$ cat config.mk
export PLATFORM = sky130hd
export DESIGN_NAME = alu_arbiter
export DESIGN_NICKNAME = d
export VERILOG_FILES = /design/src/rtl/alu_arbiter.sv
export SDC_FILE = /design/constraint.sdc
export NUM_CORES = 1
export LEC_CHECK = 0
export ABC_AREA = 0
export CORE_AREA = 3 3 169 171
export DETAILED_ROUTE_END_ITERATION = 10
export DIE_AREA = 0 0 172 174
export GPL_ROUTABILITY_DRIVEN = 0
export SLEW_MARGIN = 10
export SYNTH_ARGS = -nofsm -noshare
export SYNTH_HDL_FRONTEND = slang
export SYNTH_SLANG_ARGS = --single-unit
$ cat constraint.sdc
create_clock -name clk -period 5.75 [get_ports clk]
set_input_delay 0.575 -clock clk [delete_from_list [all_inputs] [get_ports clk]]
set_output_delay 0.575 -clock clk [all_outputs]
set_load 0.01 [all_outputs]
$ cat src/rtl/alu_arbiter.sv
// Round-robin arbiter that lets two requesters share one external ALU.
// Each grant issues one operation, waits one cycle for the ALU, and then holds the result until it is accepted.
`timescale 1ns/1ps
module alu_arbiter #(
    parameter int DW = 32,
    parameter int RW = 64,
    parameter int CW = 16
) (
    input  logic          clk,
    input  logic          rst,
    input  logic          req0_valid,
    output logic          req0_ready,
    input  logic [DW-1:0] req0_a,
    input  logic [DW-1:0] req0_b,
    input  logic [3:0]    req0_sel,
    input  logic          req1_valid,
    output logic          req1_ready,
    input  logic [DW-1:0] req1_a,
    input  logic [DW-1:0] req1_b,
    input  logic [3:0]    req1_sel,
    output logic          rsp0_valid,
    input  logic          rsp0_ready,
    output logic [RW-1:0] rsp0_data,
    output logic          rsp0_carry,
    output logic          rsp1_valid,
    input  logic          rsp1_ready,
    output logic [RW-1:0] rsp1_data,
    output logic          rsp1_carry,
    output logic [DW-1:0] alu_a,
    output logic [DW-1:0] alu_b,
    output logic [3:0]    alu_sel,
    input  logic [RW-1:0] alu_out,
    input  logic          alu_carry,
    output logic          busy,
    output logic [CW-1:0] cnt0,
    output logic [CW-1:0] cnt1
);

    typedef enum logic [1:0] {IDLE, EXEC, RESP} state_t;

    state_t        r_state;
    state_t        w_next;
    logic          r_id;
    logic          r_lastGrant;
    logic [DW-1:0] r_aluA;
    logic [DW-1:0] r_aluB;
    logic [3:0]    r_aluSel;
    logic [RW-1:0] r_data;
    logic          r_carry;
    logic [CW-1:0] r_cnt0;
    logic [CW-1:0] r_cnt1;
    logic          w_grant0;
    logic          w_grant1;
    logic          w_rspDone;

    // r_lastGrant resets to 1 so that requester 0 wins the first tie.
    assign w_grant0 = req0_valid & (~req1_valid | r_lastGrant);
    assign w_grant1 = req1_valid & (~req0_valid | ~r_lastGrant);

    always_ff @(posedge clk or posedge rst) begin
        if (rst) begin
            r_state <= IDLE;
        end else begin
            r_state <= w_next;
        end
    end

    always_comb begin
        w_next     = r_state;
        req0_ready = 1'b0;
        req1_ready = 1'b0;
        rsp0_valid = 1'b0;
        rsp1_valid = 1'b0;
        w_rspDone  = 1'b0;
        unique case (r_state)
            IDLE: begin
                if (!rst) begin
                    req0_ready = w_grant0;
                    req1_ready = w_grant1;
                    if (w_grant0 || w_grant1) begin
                        w_next = EXEC;
                    end
                end
            end
            EXEC: begin
                w_next = RESP;
            end
            RESP: begin
                rsp0_valid = ~r_id;
                rsp1_valid = r_id;
                w_rspDone  = r_id ? rsp1_ready : rsp0_ready;
                if (w_rspDone) begin
                    w_next = IDLE;
                end
            end
            default: begin
                w_next = IDLE;
            end
        endcase
    end

    // Operands are latched only on a grant, so the ALU inputs stay put between operations.
    always_ff @(posedge clk or posedge rst) begin
        if (rst) begin
            r_id        <= 1'b0;
            r_lastGrant <= 1'b1;
            r_aluA      <= '0;
            r_aluB      <= '0;
            r_aluSel    <= '0;
            r_data      <= '0;
            r_carry     <= 1'b0;
            r_cnt0      <= '0;
            r_cnt1      <= '0;
        end else begin
            unique case (r_state)
                IDLE: begin
                    if (w_grant0 || w_grant1) begin
                        r_id     <= w_grant1;
                        r_aluA   <= w_grant1 ? req1_a   : req0_a;
                        r_aluB   <= w_grant1 ? req1_b   : req0_b;
                        r_aluSel <= w_grant1 ? req1_sel : req0_sel;
                    end
                end
                EXEC: begin
                    r_data  <= alu_out;
                    r_carry <= alu_carry;
                end
                RESP: begin
                    if (w_rspDone) begin
                        r_lastGrant <= r_id;
                        if (!r_id && (r_cnt0 != '1)) begin
                            r_cnt0 <= r_cnt0 + CW'(1);
                        end
                        if (r_id && (r_cnt1 != '1)) begin
                            r_cnt1 <= r_cnt1 + CW'(1);
                        end
                    end
                end
                default: begin
                end
            endcase
        end
    end

    assign alu_a      = r_aluA;
    assign alu_b      = r_aluB;
    assign alu_sel    = r_aluSel;
    assign rsp0_data  = r_data;
    assign rsp1_data  = r_data;
    assign rsp0_carry = r_carry;
    assign rsp1_carry = r_carry;
    assign busy       = (r_state != IDLE);
    assign cnt0       = r_cnt0;
    assign cnt1       = r_cnt1;

endmodule

==> qor.csv, run 1 <==
metric,value,unit
status,completed,
async_reset_ff_share,100,%
vias,6110,
synth_area_leaders,"dfrtp_1 55%, mux2_2 9.9%, mux2i_1 8.9%, buf_4 6.4%, o21ai_0 4.6%",
antenna-diode-count,0,
tightest_slew,0.942,ns
final.min_clock_period,2.87,ns
drt-initial-drc-count,314,
critPathKind,register to output port,
clk_path_buf_depth,2,
drc,0,
critPathMaxFanout,4,
p_per_area,500,nW/um^2
synth_cell_types,36,
fmax,348,MHz
cpPeakStageDelay,0.62,ns
period_share,49.9,%
syn_area_per_cell,11.7,sq um
io_pins,442,
synth_seq_area_share,55.3,%
cts_made_buffers,17,
worstPathRequired,5.18,ns
cap_violations,0,
firstDrtPassIters,4,
cts_tree,yes,
fin_skew,0.0112,ns
ys_ff_latch,169,
end_kind,output port,
synth.top_cell.area_share,55.0,%
p_leak,5.23,nW
path_buf_inv,2,
rsz0062_at_grt,false,
die_h,174,microns
clock-sinks,169,
critPathTopFamily,buffers and inverters,
synthSimpleGateAreaFrac,8.70,%
core,27000,sq um
wl_per_cell,18.2,microns
port_buffers,441,
grt_start_max_net_pins,91,
yosys.area_share.adder,0.327,%
layout-drive-gt1-share,11.0,%
postRouteAntennaNets,0,
dp.final_hpwl,19.3,mm
root_buffer,clkbuf_16,
min_path_type,register to register,
slew_viol_final,0,
crit_slowest_cell,clkdlybuf4s50_1,
synth_top_family_by_area,multiplexers,
path_clk_slew,0.07,ns
worst_ep_arrival_time,2.30,ns
path_cells,"nor2_1, inv_1, a2111oi_0, clkdlybuf4s50_1",
worst_slack,2.88,ns
ys_warn_count,0,
antenna_found_initial,0,
num_rows,60,
synth_edf_count,0,
synthCells,655,
syn_area,7650,sq um
cts_htree_levels,4,
relSlewSlack,37.2,%
dp_slack,2.62,ns
grt_pass1_vias,6302,
synth_mux_area_share,18.8,%
via_per_inst,4.43,
initial_core_util,28.3,%
final.setup.tns,0,ns
hold_buffers,0,
ys_dominant_reg_cell,dfrtp_1,
grt_pass1_wl,37.1,mm
synthXorXnorAreaFrac,3.43,%
hold_viol_final,0,
synth_compound_area_share,5.15,%
post-cts-setup-buffers,0,
clock_latency,0.42,ns
syn-num-nets,864,
multi_input_area,2810,sq um
wl,25.0,mm
grt.total_usage,16.1,%
n_fill_cell,2533,
register_area,4230,sq um
vdd_drop_max,0.000203,V
die_w,172,microns
area.growth.synth_to_final,64.1,%
yosysTopAreaCell,dfrtp_1,
dieArea,29900,sq um
overflow,0,
finalNetCount,1235,
cts_resized,0,
worstSetupStartpointType,register,
setup_viol_count_final,0,
registers in the layout, summed over array words and instances (netlist names):
signal / cells
alu_sel: 4
r_state: 2
cnt0: 16
alu_b: 32
r_id: 1
rsp0_data: 64
alu_a: 32
rsp0_carry: 1
r_lastGrant: 1
cnt1: 16
logic make-up (layout without fill, tap and decap cells):
family	after synthesis	after routing
muxes	135	135
buffers and inverters	101	484
and+or+nand+nor	142	142
xor gates and xnor gates	30	30
AOI/OAI and AO/OA	76	76
DFF	169	169
adders and majority gates	2	2
cell usage after synthesis (5+ instances only):
| library cell | number |
|---|---|
| buf_2 | 11 |
| xnor2_1 | 22 |
| buf_4 | 65 |
| nand2_1 | 85 |
| inv_1 | 6 |
| mux2i_1 | 68 |
| dfrtp_1 | 168 |
| xor2_1 | 8 |
| nor2_1 | 13 |
| o21ai_0 | 71 |
| mux2_2 | 67 |
| nand4_1 | 13 |
| clkbuf_1 | 18 |
| nand3_1 | 6 |
| and3_1 | 5 |
metal layers:
metal | routed length (microns) | global-route usage, % | share of wire [%]
met5 | 0 | 0 | 0
met4 | 450 | 4.29 | 1.8
met3 | 2360 | 5.98 | 9.4
met2 | 12300 | 28.2 | 49
met1 | 9890 | 18.4 | 40
worst paths after layout:
check / startpoint / endpoint / slack, ns / depth (start not counted)
hold / removal: alu_a[1] / alu_a[1] / 0.48 / 2
setup reg to reg: r_state[1] / alu_a[13] / 3.54 / 5
setup / recovery: r_state[1] / req0_ready / 2.88 / 4
max in group asynchronous: rst / alu_a[21] / 3.90 / 3
min in group asynchronous: rst / rsp0_data[46] / 0.61 / 2
hold reg to reg: alu_a[1] / alu_a[1] / 0.48 / 2
final cells by class:
| cell class | count | share of cell area (%) |
|---|---|---|
| Clock buffer | 20 | 3.64 |
| Clock inverter | 11 | 1.10 |
| Inverter | 6 | 0.219 |
| Multi-Input combinational cell | 385 | 22.4 |
| Sequential cell | 169 | 33.7 |
| Tap cell | 341 | 3.40 |
| Timing Repair Buffer | 447 | 35.5 |
power by group:
group          leakage, nW  internal [mW]  switching [mW]  total [mW]
Clock                0.287          0.672           0.510        1.18
Sequential            2.07           1.70           0.376        2.08
Combinational         2.87           1.78            1.24        3.02
cells in the final DEF, fill, tap and decap left out, drive strengths merged, types with 6 or more instances in the layout:
cell type | Yosys | routed
xnor2 | 22 | 22
xor2 | 8 | 8
dfrtp | 168 | 168
clkdlybuf4s50 | 0 | 441
nor2 | 15 | 15
nand4 | 13 | 13
mux2i | 68 | 68
nand3 | 6 | 6
mux2 | 67 | 67
nand2 | 85 | 85
inv | 6 | 10
clkbuf | 18 | 20
o21ai | 71 | 71
buf | 77 | 6
worst reg2reg max path: cells and delay by family, from the launching register on:
family	cells	cell delay, ns
AO/OA/AOI/OAI	2	0.35
buffers and inverters	2	1.10
AND/OR/NAND/NOR	1	0.15
flip-flops	1	0.45
stage by stage:
| step | utilization, % | std cells | hold WS (ns) | area [sq um] | power, mW |
|---|---|---|---|---|---|
| 3_3_place_gp | 44.2 | 1348 | 0.461 | 12000 | 5.15 |
| 5_1_grt | 46.4 | 1379 | 0.498 | 12600 | 6.68 |
| 6_report | 46.4 | 1379 | 0.479 | 12600 | 6.28 |
| 4_1_cts | 46.4 | 1379 | 0.485 | 12600 | 6.40 |
| 2_1_floorplan | - | 655 | 0.456 | 7650 | 3.51 |
| 3_5_place_dp | 44.2 | 1348 | 0.469 | 12000 | 5.18 |
No activity file was read; power rests on OpenSTA's default activity.
==> run 2: changes to the inputs <==
--- a/config.mk
+++ b/config.mk
@@ -6,9 +6,9 @@
 export NUM_CORES = 1
 export LEC_CHECK = 0
 export ABC_AREA = 0
-export CORE_AREA = 3 3 169 171
+export CORE_AREA = 3 3 171 173
 export DETAILED_ROUTE_END_ITERATION = 10
-export DIE_AREA = 0 0 172 174
+export DIE_AREA = 0 0 174 176
 export GPL_ROUTABILITY_DRIVEN = 0
 export SLEW_MARGIN = 10
 export SYNTH_ARGS = -nofsm -noshare
==> constraint.sdc (replaced) <==
create_clock -name clk -period 2.5 [get_ports clk]
set_input_delay 0.25 -clock clk [delete_from_list [all_inputs] [get_ports clk]]
set_output_delay 0.25 -clock clk [all_outputs]
set_load 0.01 [all_outputs]
==> run 2 against run 1 <==
Non-clock buffer count is 11 higher. First-iteration DRC count is 46% lower. Global-route usage is 0.52 points lower. Utilization is 0.54 points lower. Sequential share of layout area is 0.53 points lower. Design area is 1.6% higher. Die area is 2.3% higher. Final cell count is 3.6% higher. Combinational power is 130% higher. Count of clock-buffer cells in the layout is 3 lower. Critical endpoint unchanged. Largest cell class unchanged. Largest power group unchanged.
==> qor.csv, run 2 (synthesis gave the netlist of run 1 again) <==
metric,value,unit
hold_buffers,0,
via_per_inst,4.28,
area.growth.synth_to_final,66.7,%
worstSetupStartpointType,register,
met2_usage,27.6,%
cts_tree,yes,
p_leak,5.31,nW
status,completed,
drt-initial-drc-count,168,
worstSetupPathDepth,4,
final.min_clock_period,2.40,ns
p_per_area,1150,nW/um^2
switching_power,5.02,mW
antenna-diode-count,0,
hold_viol_final,0,
final_common_cell,clkdlybuf4s50_1,
cts_resized,0,
port_buffers,441,
grt_start_max_net_pins,170,
power_frac_comb,48.4,%
firstDrtPassIters,4,
postRouteAntennaNets,0,
worstPathRequired,2.25,ns
finalNetCount,1246,
min_path_type,primary input to register,
clk_path_buf_depth,2,
critPathMaxFanout,4,
drc,0,
antenna_found_initial,0,
hold_path_startpoint,alu_out[52],
fin_skew,0.0110,ns
cell_internal_pwr,9.58,mW
setup_viol_count_final,0,
dp.final_hpwl,18.8,mm
grt_pass1_vias,6323,
multi_input_area,2810,sq um
crit_slowest_cell,clkdlybuf4s50_1,
p_sw_share,34.4,%
cts_made_buffers,17,
slew_viol_final,0,
final.setup.tns,0,ns
initial_core_util,27.5,%
cts_htree_levels,4,
hold-worst-slack,0.435,ns
p_seq_share,33.0,%
layout_common_cells,"441 x clkdlybuf4s50_1, 168 x dfrtp_1, 85 x nand2_1",
cap_violations,0,
period_share,95.9,%
reg2reg_slack,0.55,ns
r2r_cells,5,
rsz0062_at_grt,false,
cpPeakStageDelay,0.61,ns
p_clk_share,18.6,%
postLayoutCellArea,12800,sq um
place_inst,1396,
critPathTopFamily,buffers and inverters,
io_pins,442,
largest_reg_flops,64,
critPathKind,register to output port,
total_power,14.6,mW
overflow,0,
grt_pass1_wl,37.1,mm
r2r_end,cnt0[15],
vdd_drop_max,0.000429,V
die_w,174,microns
final_cell_count_no_fill,1428,
layout-drive-gt1-share,12.1,%
path_buf_inv,2,
path_cells,"nor2_1, inv_1, a2111oi_0, clkdlybuf4s50_1",
placed_cell_area,12100,sq um
tightest_slew,0.907,ns
top_usage_layer,met2,
post-cts-setup-buffers,0,
wl_per_cell,17.0,microns
die_h,176,microns
wl,24.3,mm
clock_latency,0.42,ns
vias,6110,
root_buffer,clkbuf_16,
worst_ep_arrival_time,2.15,ns
relSlewSlack,39.5,%
fmax,417,MHz
n_fill_cell,2643,
min_path_cells,2,
grt.total_usage,15.6,%
register_area,4230,sq um
num_rows,61,
path_clk_slew,0.08,ns
dieArea,30600,sq um
core,27800,sq um
clock-sinks,169,
hold_end,rsp0_data[52],
grt_use_met3,5.76,%
grt_util_met1,17.8,%
end_kind,output port,
r2r-start,r_state[0],
run 2: changes by cell type in the layout (fill, tap and decap cells not counted):
cell	delta
buf_12	+5
clkinvlp_4	-1
buf_4	+6
inv_6	+2
clkbuf_8	-2
bufinv_16	-1
clkbuf_1	-1
inv_8	+1
clkinv_8	+3
run 2: area by class of cell:
class	instances	area share (%)
timing repair buffer	458	36.1
tap	378	3.71
inverter	6	0.206
sequential	169	33.2
clock buffer	17	3.34
multi-input combinational	385	22.1
clock inverter	15	1.40
run 2: power by group through the flow:
stage / clock (mW) / combinational (mW) / sequential (mW)
after CTS: 2.81 / 7.19 / 4.84
after global routing: 2.93 / 7.57 / 5.00
final: 2.72 / 7.07 / 4.81
after detailed placement: 0 / 7.18 / 4.86
after global placement: 0 / 7.15 / 4.84
after floorplan: 0 / 2.86 / 5.22
run 2: per-stage QoR:
stage	setup WS (ns)	utilization, %
floorplan	-0.961	-
global placement	0.436	43.7
detailed placement	0.422	43.7
CTS	0.0779	45.9
global route	0.00657	45.9
finish	0.103	45.9
run 2: worst max-delay path by stage:
stage                             to        from
after global placement      cnt0[15]  rsp0_ready
after detailed placement   alu_a[28]  req1_valid
after global routing      req0_ready  r_state[1]
final                     req0_ready  r_state[1]
after floorplan           req1_ready         rst
after CTS                 req0_ready  r_state[1]
run 2: per-layer routing:
metal	routed length [microns]	up-vias
met4	346	0
met3	2050	21
met1	9450	2884
met5	0	-
met2	12500	261
li1	-	2944
==> patch 1, RTL diff (config.mk and constraints of run 2) <==
Register the output `cnt0` once more, without a reset; this adds one clock of latency there. The other outputs are not delayed to match.
--- a/src/rtl/alu_arbiter.sv
+++ b/src/rtl/alu_arbiter.sv
@@ -150,7 +150,9 @@
     assign rsp0_carry = r_carry;
     assign rsp1_carry = r_carry;
     assign busy       = (r_state != IDLE);
-    assign cnt0       = r_cnt0;
+    always_ff @(posedge clk) begin
+        cnt0 <= r_cnt0;
+    end
     assign cnt1       = r_cnt1;
 
 endmodule
Function: changed (a bounded check fails within 4 cycles, from zero or initial values and one cycle with rst high).
==> patch 1 against run 2 <==
Area after synthesis rose by 7.2%. Critical path depth rose by 1. Sequential cell count rose by 16. Power rose by 1.7%. Worst setup slack improved by 0.089 ns. Design area rose by 3.7%. Wire length rose by 11%. Cell count rose by 2.6%. Largest power group unchanged.
==> patch 1: results (changes against run 2) <==
[status]
status = finished clean  ; unchanged

[setup_path]
r2r_slack_ns = 0.67  ; was 0.55 ns
worstReg2RegEnd = cnt1[1]  ; was cnt0[15]
timing.rr.start = cnt1[0]  ; was r_state[0]
cp.arrival_ns = 2.06  ; was 2.15 ns

[detailed_routing]
initialDrtViolationCount = 263  ; was 168
wl_met2_mm = 13.7  ; was 12.5 mm
wire_per_inst_um = 18.4  ; was 17.0 um
vias_per_cell = 4.42  ; was 4.28
dr.max_layer_used = met5  ; was met4
m1WireLength_mm = 10.2  ; was 9.45 mm

[timing]
skew_ns = 0.0161  ; was 0.0110 ns
worstMarginPinSlew_ns = 0.981  ; was 0.907 ns
whs_ns = 0.426  ; was 0.435 ns

[final_layout]
drive_gt1_share_pct = 11.2  ; was 12.1%
num-fill-cells = 2630  ; was 2643
diodes = 2  ; was 0
buffer_area_share_pct = 34.2  ; was 36.1%
multi_input_gates = 415  ; was 385
final-clk-cell-share_pct = 4.67  ; was 4.74%
multi_input_area_share_pct = 23.0  ; was 22.1%

[synthesis]
synth_area_leaders = dfrtp_1 (51%), mux2_2 (9.1%), mux2i_1 (8.3%), buf_4 (6.0%), o21ai_0 (4.4%)  ; was dfrtp_1 (55%), mux2_2 (9.9%), mux2i_1 (8.9%), buf_4 (6.4%), o21ai_0 (4.6%)
async_flop_share_pct = 91.4  ; was 100%
synth-seq-area-share_pct = 55.5  ; was 55.3%
synth_fp_nets = 909  ; was 864
netlist_instances = 700  ; was 655
ys_ff_latch = 185  ; was 169

[placed_design]
placed_area_um2 = 12600  ; was 12100 um2
dpl.hpwl_mm = 20.6  ; was 18.8 mm
dp_cells = 1431  ; was 1396

[power_and_ir_drop]
p_seq_share_pct = 34.7  ; was 33.0%
p_leak_nw = 5.57  ; was 5.31 nW
pg_comb_mw = 6.91  ; was 7.07 mW

[grt]
use_met1_pct = 19.3  ; was 17.8%
antenna_found_initial = 3  ; was 0
grt_use_total_pct = 17.3  ; was 15.6%
use_met3_pct = 7.94  ; was 5.76%
grt_pass1_vias = 6810  ; was 6323

[hold_path]
hold_end = rsp0_data[11]  ; was rsp0_data[52]
worstHoldStart = alu_out[11]  ; was alu_out[52]

patch 1: changes by cell type after synthesis, sizes merged, moves of 7 or more:
cell / run 2 / this run
xnor2: 22 / 5
clkbuf: 18 / 9
buf: 77 / 86
nand3: 6 / 13
a21oi: 1 / 10
dfxtp: 0 / 16
patch 1: per-stage QoR:
stage | power [mW] | utilization (%) | setup slack (ns)
finish | 14.9 | 47.6 | 0.193
global route | 15.8 | 47.6 | 0.0312
CTS | 15.2 | 47.6 | 0.109
detailed placement | 12.3 | 45.3 | 0.416
global placement | 12.2 | 45.3 | 0.413
floorplan | 8.30 | - | -0.961
patch 1: cells by family (layout without fill, tap and decap cells):
group	after synthesis	after routing	synth area share [%]
buf+inv	100	485	7.84
fa+ha+maj	2	2	0.305
mux	138	138	18.0
flops	185	185	55.5
compound gates	89	89	5.68
simple gates	167	167	10.7
xor+xnor	19	19	2.03
other cells	0	2	0
==> patch 2, RTL diff (settings of run 2) <==
Without the edit above. Change the parameter `RW` from 64 to 32.
--- a/src/rtl/alu_arbiter.sv
+++ b/src/rtl/alu_arbiter.sv
@@ -3,7 +3,7 @@
 `timescale 1ns/1ps
 module alu_arbiter #(
     parameter int DW = 32,
-    parameter int RW = 64,
+    parameter int RW = 32,
     parameter int CW = 16
 ) (
     input  logic          clk,
Interface: changed (resized alu_out, rsp0_data and rsp1_data); port bits go from 442 to 346. The function was not compared with the original's and may differ.
==> patch 2 against run 2 <==
Area after synthesis fell by 17%. Hold slack improved by 0.0052 ns. Clock power fell by 5%. Design area fell by 16%. Worst setup slack improved by 0.10 ns. Synthesized cell count fell by 14%. Die area did not move. Power fell by 20%. Clock skew rose by 0.0025 ns. Sequential cell count fell by 32. Critical path depth did not move. First-iteration DRC count rose by 27%. Cell count fell by 11%. Wire length fell by 19%. Critical path type unchanged. Critical endpoint unchanged.
==> patch 2: results (changes against run 2) <==
[grt]
grt_use_total_pct = 12.7  ; was 15.6%
antenna_found_initial = 0  ; unchanged
grt_pass1_vias = 5474  ; was 6323
grt_first_pass_wirelength_mm = 30.8  ; was 37.1 mm
grt_max_degree = 138  ; was 170
grt-ovfl-total = 0  ; unchanged

[final_layout]
num-fill-cells = 2820  ; was 2643
instances_no_fill = 1276  ; was 1428
nets = 1062  ; was 1246
drive_gt1_share_pct = 11.5  ; was 12.1%
diodes = 0  ; unchanged

[synthesis]
ys_warn_count = 0  ; unchanged
yosys-top-cells-count = dfrtp_1 (136), nor2_1 (75), a21oi_1 (72)  ; was dfrtp_1 (168), nand2_1 (85), o21ai_0 (71)
synth_area_leaders = dfrtp_1 (53%), mux2i_1 (11%), mux2_2 (6.5%), a21oi_1 (5.6%), nor2_1 (4.4%)  ; was dfrtp_1 (55%), mux2_2 (9.9%), mux2i_1 (8.9%), buf_4 (6.4%), o21ai_0 (4.6%)
synth-seq-area-share_pct = 53.7  ; was 55.3%
synth_fp_nets = 743  ; was 864
synth_cell_types = 45  ; was 36
netlist_instances = 566  ; was 655
async_flop_share_pct = 100  ; unchanged

[setup_path]
crit_fanout = 6  ; was 4
r2r_slack_ns = 0.57  ; was 0.55 ns
crit_slowest_cell = clkdlybuf4s50_1  ; unchanged
cpPeakStageDelay_ns = 0.58  ; was 0.61 ns
timing.rr.start = cnt0[0]  ; was r_state[0]
worstReg2RegEnd = cnt0[1]  ; was cnt0[15]
cp.arrival_ns = 2.04  ; was 2.15 ns
r2r_cells = 5  ; unchanged

[clock_tree]
postCtsSetupRepairBufs = 0  ; unchanged
clock_latency_ns = 0.41
cts_resized = 0  ; unchanged
numCtsBuffers = 17  ; unchanged
cts_root_buffer = clkbuf_16  ; unchanged
cts_buffer_depth = 2  ; unchanged
path_clk_slew_ns = 0.07

[placed_design]
placed_area_um2 = 10100  ; was 12100 um2
dpl.hpwl_mm = 15.0  ; was 18.8 mm
dp_cells = 1244  ; was 1396
portBuffers = 345  ; was 441

[power_and_ir_drop]
p_leak_nw = 4.40  ; was 5.31 nW
ir_drop_mv = 0.433  ; was 0.429 mV
power.switching_mw = 3.96  ; was 5.02 mW

[detailed_routing]
initialDrtViolationCount = 213  ; was 168
drtPass1Iterations = 4  ; unchanged
wire_per_inst_um = 15.5  ; was 17.0 um
vias_per_cell = 4.15  ; was 4.28

[hold_path]
holdCritPathClass = in -> async  ; was in -> reg

[timing]
max-slew-margin-rel_pct = 48.3  ; was 39.5%
slew_viol_final = 0  ; unchanged
skew_ns = 0.0135  ; was 0.0110 ns

[status]
status = finished clean  ; unchanged

patch 2: stage by stage:
| step | hold WS, ns | setup WS (ns) |
|---|---|---|
| 3_5_place_dp | 0.502 | 0.453 |
| 3_3_place_gp | 0.496 | 0.503 |
| 5_1_grt | 0.423 | 0.0465 |
| 2_1_floorplan | 0.401 | -0.588 |
| 6_report | 0.440 | 0.208 |
| 4_1_cts | 0.420 | 0.169 |
patch 2: how the worst max path moves through the flow:
stage                           from    endpoint  slack [ns]  cells past startpoint
final                     r_state[0]  req0_ready        0.21                      4
after global routing      r_state[0]  req0_ready        0.05                      4
after CTS                 r_state[0]  req0_ready        0.17                      4
after detailed placement  req1_valid    alu_b[0]        0.45                      7
after global placement    req1_valid   alu_a[18]        0.50                      7
after floorplan                  rst  r_state[0]       -0.59                      3
patch 2: cell type report:
class	instances	area (um2)	share of cell area, %
clock buffers	18	439	4.10
well taps	378	473	4.41
repair buffers	363	3630	33.8
clock inverters	14	161	1.51
flip-flops and latches	137	3430	32.0
inverters	5	22.5	0.210
multi-input cells	361	2570	24.0
patch 2: logic make-up after synthesis:
logic type	after synthesis	synth area share [%]
AND/OR/NAND/NOR	138	11.1
AO/OA/AOI/OAI	88	7.29
adder cells (fa/ha/maj)	2	0.392
flip-flops	137	53.7
multiplexers	106	17.4
buffers and inverters	68	6.35
XOR/XNOR	27	3.71
patch 2: layer usage:
metal  track usage [%]  part of all wire, %  routed length [um]  up-vias
met1              15.4                   41                8110     2483
met3              4.02                  7.3                1450       14
met2              21.8                   50                9970      211
met5                 0                    0                   0        -
li1                  -                    -                   -     2592
met4              3.52                  1.3                 265        0
patch 2: worst register-to-register path, cell delays in order (launching register included):
cell,delay [ns]
dfrtp_1,0.46
ha_1,0.29
and3_1,0.18
nand4_1,0.21
o21ai_1,0.32
mux2_2,0.37
patch 2: power by group through the flow:
stage	sequential, mW	combinational (mW)	clock [mW]
global placement	3.81	5.42	0
floorplan	4.14	2.19	0
global route	3.93	5.78	2.78
detailed placement	3.83	5.46	0
finish	3.79	5.37	2.58
CTS	3.81	5.48	2.68
